<file path="src/rtl/uart_pkg.sv">
// Shared definitions for the UART transmit scheduler: FSM encoding, requester count, default timeout.
// Purely declarative; no logic, no latency, no flow control.
package uart_pkg;

    localparam int N_REQ       = 4;
    localparam int TIMEOUT_DEF = 255;

    typedef enum logic [1:0] {
        ST_IDLE      = 2'd0,
        ST_LOAD      = 2'd1,
        ST_WAIT_BUSY = 2'd2,
        ST_WAIT_RDY  = 2'd3
    } state_t;

    function automatic logic [N_REQ-1:0] idx2onehot(input logic [1:0] idx);
        logic [N_REQ-1:0] v;
        v      = '0;
        v[idx] = 1'b1;
        return v;
    endfunction

endpackage

</file>
<file path="src/rtl/rr_pick.sv">
// Round-robin requester search starting one past last_grant, ascending with wrap.
// Combinational, zero latency; no flow control.
module rr_pick
    import uart_pkg::*;
(
    input  logic [N_REQ-1:0] req,
    input  logic [1:0]       last_grant,
    output logic             valid,
    output logic [1:0]       index
);

    logic [1:0] w_cand;

    // Walk from farthest to nearest so the nearest active requester overwrites.
    always_comb begin
        valid  = 1'b0;
        index  = last_grant;
        w_cand = last_grant;
        for (int i = N_REQ; i >= 1; i--) begin
            w_cand = last_grant + 2'(i);
            if (req[w_cand]) begin
                valid = 1'b1;
                index = w_cand;
            end
        end
    end

endmodule

</file>
<file path="src/rtl/uart_tx_sched.sv">
// Arbitrates four byte requesters onto one tx_engine; grant/load pulse two edges after a request is seen.
// Holds requests off while txrdy is low; times out (sticky err) if txrdy never falls after a load.
module uart_tx_sched
    import uart_pkg::*;
#(
    parameter int TIMEOUT = TIMEOUT_DEF
) (
    input  logic             clk,
    input  logic             reset,
    input  logic [N_REQ-1:0] req,
    input  logic [31:0]      data,
    output logic [N_REQ-1:0] gnt,
    input  logic             txrdy,
    output logic             load,
    output logic [7:0]       out_data,
    output logic             busy,
    output logic [1:0]       last_grant,
    output logic             err,
    input  logic             err_clr
);

    localparam logic [7:0] TO = 8'(TIMEOUT);

    state_t           r_state;
    state_t           w_state_nxt;
    logic [7:0]       r_cnt;
    logic [7:0]       w_cnt_nxt;
    logic [7:0]       r_out;
    logic [N_REQ-1:0] r_gnt;
    logic             r_load;
    logic             r_busy;
    logic             r_err;
    logic [1:0]       r_lg;
    logic             w_pick_vld;
    logic [1:0]       w_pick_idx;
    logic             w_start;
    logic             w_timeout;

    rr_pick u_rr_pick (
        .req        (req),
        .last_grant (r_lg),
        .valid      (w_pick_vld),
        .index      (w_pick_idx)
    );

    assign w_cnt_nxt = (r_cnt == 8'hFF) ? r_cnt : r_cnt + 8'd1;

    always_comb begin
        w_state_nxt = r_state;
        w_start     = 1'b0;
        w_timeout   = 1'b0;
        case (r_state)
            ST_IDLE: begin
                if (txrdy && w_pick_vld) begin
                    w_start     = 1'b1;
                    w_state_nxt = ST_LOAD;
                end
            end
            ST_LOAD: w_state_nxt = ST_WAIT_BUSY;
            ST_WAIT_BUSY: begin
                if (!txrdy) begin
                    w_state_nxt = ST_WAIT_RDY;
                end else if (w_cnt_nxt == TO) begin
                    w_timeout   = 1'b1;
                    w_state_nxt = ST_IDLE;
                end
            end
            ST_WAIT_RDY: begin
                if (txrdy) w_state_nxt = ST_IDLE;
            end
            default: w_state_nxt = ST_IDLE;
        endcase
    end

    always_ff @(posedge clk) begin
        if (reset) begin
            r_state <= ST_IDLE;
            r_cnt   <= '0;
            r_out   <= '0;
            r_gnt   <= '0;
            r_load  <= 1'b0;
            r_busy  <= 1'b0;
            r_err   <= 1'b0;
            r_lg    <= 2'd3;
        end else begin
            r_state <= w_state_nxt;
            r_busy  <= (w_state_nxt != ST_IDLE);
            // Strobes are registered from the LOAD state, so they appear the edge after it is entered.
            r_load  <= (r_state == ST_LOAD);
            r_gnt   <= (r_state == ST_LOAD) ? idx2onehot(r_lg) : '0;
            if (w_start) begin
                r_out <= data[{w_pick_idx, 3'b000} +: 8];
                r_lg  <= w_pick_idx;
            end
            if (r_state == ST_LOAD) begin
                r_cnt <= '0;
            end else if (r_state == ST_WAIT_BUSY) begin
                r_cnt <= w_cnt_nxt;
            end
            if (w_timeout) begin
                r_err <= 1'b1;
            end else if (err_clr) begin
                r_err <= 1'b0;
            end
        end
    end

    assign gnt        = r_gnt;
    assign load       = r_load;
    assign out_data   = r_out;
    assign busy       = r_busy;
    assign last_grant = r_lg;
    assign err        = r_err;

endmodule

</file>
<file path="config.mk">
export PLATFORM = sky130hd
export DESIGN_NAME = uart_tx_sched
export DESIGN_NICKNAME = d
export VERILOG_FILES = /design/src/rtl/uart_pkg.sv /design/src/rtl/rr_pick.sv /design/src/rtl/uart_tx_sched.sv
export SDC_FILE = /design/constraint.sdc
export NUM_CORES = 1
export LEC_CHECK = 0
export BUFFER_PORTS_ARGS = -buffer_cell sky130_fd_sc_hd__buf_2
export CAP_MARGIN = 10
export CORE_AREA = 2 2 60 62
export CTS_BUF_LIST = sky130_fd_sc_hd__clkbuf_16
export DETAILED_ROUTE_END_ITERATION = 6
export DIE_AREA = 0 0 62 64
export PLACE_DENSITY_LB_ADDON = 0.08
export SLEW_MARGIN = 20
export SYNTH_ARGS = -nofsm -noshare
export SYNTH_HDL_FRONTEND = slang
export SYNTH_HIERARCHICAL = 1
export SYNTH_SLANG_ARGS = --single-unit
</file>
<file path="constraint.sdc">
create_clock -name clk -period 2.25 [get_ports clk]
set_input_delay 0.675 -clock clk [delete_from_list [all_inputs] [get_ports clk]]
set_output_delay 0.675 -clock clk [all_outputs]
set_load 0.01 [all_outputs]
</file>
==> impl_metrics.csv <==
group,metric,value,unit
route,drt.antenna.violating_nets,0,
yosys,synth_mux_area_share,12.0,%
route,route.vias.total,1536,
power_and_ir_drop,cellLeakagePower,0.793,nW
clock_network,cts_htree_levels,1,
clock_network,max_clock_buf_depth,2,
place,dpl_worst_slack,-97.7,ps
yosys,yosysSeqAreaShare,34.1,%
worst_hold_path,holdCritPathClass,"reg -> reg",
global_routing,grt_usage,20.4,%
power_and_ir_drop,cell_internal_pwr,0.882,mW
die,die_area,0.00397,mm2
clock_network,clk_pin_slew_worst_paths,60,ps
global_routing,grt_max_degree,26,
clock_network,clkSinkCount,27,
clock_network,cts.repair.resized,0,
die,fp.dieW,62,um
yosys,synth_cell_types,50,
finish,area_grow_syn2layout,22.3,%
timing,post-route-period-util,91.5,%
critical_path,first_element_of_the_critical_path,"req[3]",
place,portBuffers,56,
power_and_ir_drop,power.share.switching,26.6,%
yosys,synth_simple_gate_area_share,27.2,%
power_and_ir_drop,worst_ir_drop_vdd,0.280,mV
route,wl_met1,1540,um
timing,final.setup_skew,1.99,ps
clock_network,hold_buffers,0,
die,die_height,64,um
critical_path,setup.worst_path.end_class,"register",
yosys,main_combinational_cell_family_by_area_after_synthesis,"simple AND/OR/NAND/NOR gates",
clock_network,ctsRootBufferMaster,"clkbuf_16",
critical_path,logic_depth_of_the_worst_register_to_register_path,6,
critical_path,r2r_start,"last_grant[1]$_SDFFE_PP1P_",
yosys,syn_nets,219,
job,max_cap_violations,0,
critical_path,critical_path.slowest_cell,"mux4_2",
finish,layout.core_utilization,59.0,%
yosys,syn_area_per_cell,8.90,um2
critical_path,critPathMaxStageDelay,560,ps
timing,timing.final.hold_violations,0,
yosys,post_synthesis_xor_xnor_area_fraction,0,%
clock_network,post-cts-setup-buffer-count,0,
finish,final_layout_size_suffix_gt1_share,35.8,%
critical_path,startpoint_type,"input port",
critical_path,reg2reg_setup_slack,250,ps
timing,max_slew_vio_count,0,
critical_path,cp_data_required_time,2380,ps
route,drt-pass1-iter-count,4,
route,drc,0,
worst_hold_path,launch_instance_of_the_worst_min_delay_path,"out_data[1]$_SDFFE_PP0P_",
critical_path,worst-setup-path-type,"in -> reg",
timing,timing.final.ws_setup,191,ps
power_and_ir_drop,power.clock.fraction,33.0,%
route,routed_wirelength,3680,um
global_routing,globalRouteOverflowTotal,0,
yosys,synth.yosys.warnings,6,
route,detailroute.wirelength.met3,212,um
global_routing,via_count_of_the_first_global_routing_pass,1451,
yosys,synthesized_area_fraction_occupied_by_adder_cells,0.790,%
worst_hold_path,worstHoldPathCells,2,
finish,nFillCells,325,
die,ios,57,
finish,nets,271,
die,std_cell_rows,21,
clock_network,tritoncts,"yes",
critical_path,worstPathCellList,"buf_2 > inv_1 > o22ai_1 > a221o_1 > mux4_2 > nand2_1 > a21oi_1",
power_and_ir_drop,power.sequential.fraction,44.9,%
route,top_layer_used,"met4",
route,detailedRoute.firstIterationViolations,101,
power_and_ir_drop,net-switching-power,0.320,mW
global_routing,grt_pass1_wl,6250,um
yosys,synth_compound_area_share,18.8,%
yosys,synth.ff_latch_count,27,
die,core_box_area,0.00328,mm2
timing,achievable-frequency,486,MHz
timing,maxSlewHeadroom,61.2,%
power_and_ir_drop,power.combinational.fraction,22.2,%
timing,post-route-min-period,2060,ps
yosys,synth_async_sr_flop_share,0,%
timing,grt_setup_unrepaired,"false",
yosys,most_used_flip_flop_cell_after_synthesis,"dfxtp_1",
finish,antenna_cells,0,
timing,setup-violations-final,0,
place,place.gp.congestion,0.907,
yosys,synthCells,178,
clock_network,clock_insertion_delay_worst_skew,260,ps
global_routing,antenna_violations_before_repair,0,
yosys,synth-edff-count,0,
timing,tightestPinTransition,581,ps
route,met2RoutedLength,1870,um
yosys,synth_area,0.00158,mm2
run_status,outcome,"complete, no violations",
worst_hold_path,worstHoldEndpoint,"out_data[1]$_SDFFE_PP0P_",
critical_path,cp_max_fo,9,
critical_path,reg2reg_to,"out_data[3]$_SDFFE_PP0P_",
finish,regArea,541,um2
finish,multiInputGateArea,931,um2
power_and_ir_drop,p_per_area,621,mW/mm2
die,initial_core_util,48.2,%
clock_network,cts-buffers-inserted,3,
route,wl_per_cell,13.4,um
critical_path,worstPathArrival,2190,ps
place,hpwlAfterDp,2880,um
route,via_per_inst,5.59,
-- worst max-delay path, delay by kind of cell --
| family | cells | cell delay [ps] |
|---|---|---|
| and+or+nand+nor | 1 | 90 |
| muxes | 1 | 560 |
| buffers and inverters | 2 | 140 |
| AOI/OAI and AO/OA | 3 | 720 |
-- layout by cell type (no fill, tap or decap), drive strengths merged, types with 2 or more instances in the layout --
master	n
nor2	9
nand2	32
nand2b	3
or4	2
dfxtp	27
and3	3
nor3	3
mux4	8
nor4b	4
nand4	3
nand3	7
a21oi	22
a2111oi	3
nand3b	3
clkbuf	3
inv	5
o21ai	3
or3	2
buf	60
a31oi	6
-- how the worst max path moves through the flow --
| stage | endpoint | slack, ps |
|---|---|---|
| final | out_data[3]$_SDFFE_PP0P_ | 190 |
| after global routing | out_data[5]$_SDFFE_PP0P_ | 10 |
| after CTS | out_data[5]$_SDFFE_PP0P_ | 180 |
| after detailed placement | out_data[5]$_SDFFE_PP0P_ | -100 |
| after global placement | out_data[6]$_SDFFE_PP0P_ | -30 |
| after floorplan | out_data[0]$_SDFFE_PP0P_ | 270 |
-- Yosys cell counts (2+ instances only) --
| cell type | number | area share (%) |
|---|---|---|
| buf_4 | 2 | 0.95 |
| buf_6 | 3 | 2.1 |
| a21oi_1 | 22 | 7.0 |
| nor4b_1 | 4 | 2.2 |
| or3_1 | 2 | 0.79 |
| o21ai_0 | 3 | 0.95 |
| dfxtp_1 | 27 | 34 |
| nor2_1 | 9 | 2.1 |
| buf_2 | 4 | 1.3 |
| nor3_1 | 2 | 0.63 |
| nand2_1 | 32 | 7.6 |
| inv_1 | 4 | 0.95 |
| mux4_2 | 8 | 11 |
| nand3_1 | 5 | 1.6 |
| a2111oi_0 | 2 | 1.1 |
| a31oi_1 | 6 | 2.4 |
| nand4_1 | 3 | 1.2 |
| nand3b_1 | 3 | 1.4 |
| clkbuf_1 | 3 | 0.71 |
| or4_1 | 2 | 0.95 |
| nand2b_1 | 3 | 1.2 |
-- state kept, by name, summed over array words and instances (netlist names) --
signal / flops
busy: 1
err: 1
r_state: 2
load: 1
out_data: 8
r_cnt: 8
last_grant: 2
gnt: 4
-- per-stage QoR --
stage | total power, mW | std cells | setup TNS, ps | cell area (um2) | hold slack (ps)
floorplan | 0.726 | 178 | 0 | 1580 | 481
global placement | 0.812 | 271 | -215 | 1860 | 441
detailed placement | 0.818 | 271 | -665 | 1860 | 450
CTS | 1.21 | 275 | 0 | 1940 | 459
global route | 1.26 | 275 | 0 | 1940 | 476
finish | 1.20 | 275 | 0 | 1940 | 455
-- cells by family (layout without fill, tap and decap cells) --
kind of cell | Yosys count | count (layout)
buffers and inverters | 18 | 69
adder cells (fa/ha/maj) | 1 | 1
multiplexers | 9 | 9
flip-flops | 27 | 27
AND/OR/NAND/NOR | 78 | 78
AO/OA/AOI/OAI | 45 | 45
-- power groups by stage --
stage	Clock [mW]	Combinational, mW	Sequential [mW]
global placement	0	0.264	0.548
global route	0.417	0.297	0.544
floorplan	0	0.177	0.549
detailed placement	0	0.269	0.549
CTS	0.404	0.269	0.539
finish	0.396	0.267	0.539
-- routing by layer --
metal / vias up / global-route usage, %
met5: - / 0
met4: 0 / 6.91
met3: 5 / 3.64
met2: 60 / 35.3
met1: 713 / 24.3
li1: 758 / -
-- area by class of cell --
class                   instances  area share, %
inverters                       5          0.969
well taps                      46           2.97
clock inverters                 1          0.194
multi-input cells             133           48.1
clock buffers                   3           3.88
flip-flops and latches         27           27.9
repair buffers                 60           16.0
Note: power is estimated with default switching activity, not from simulation.
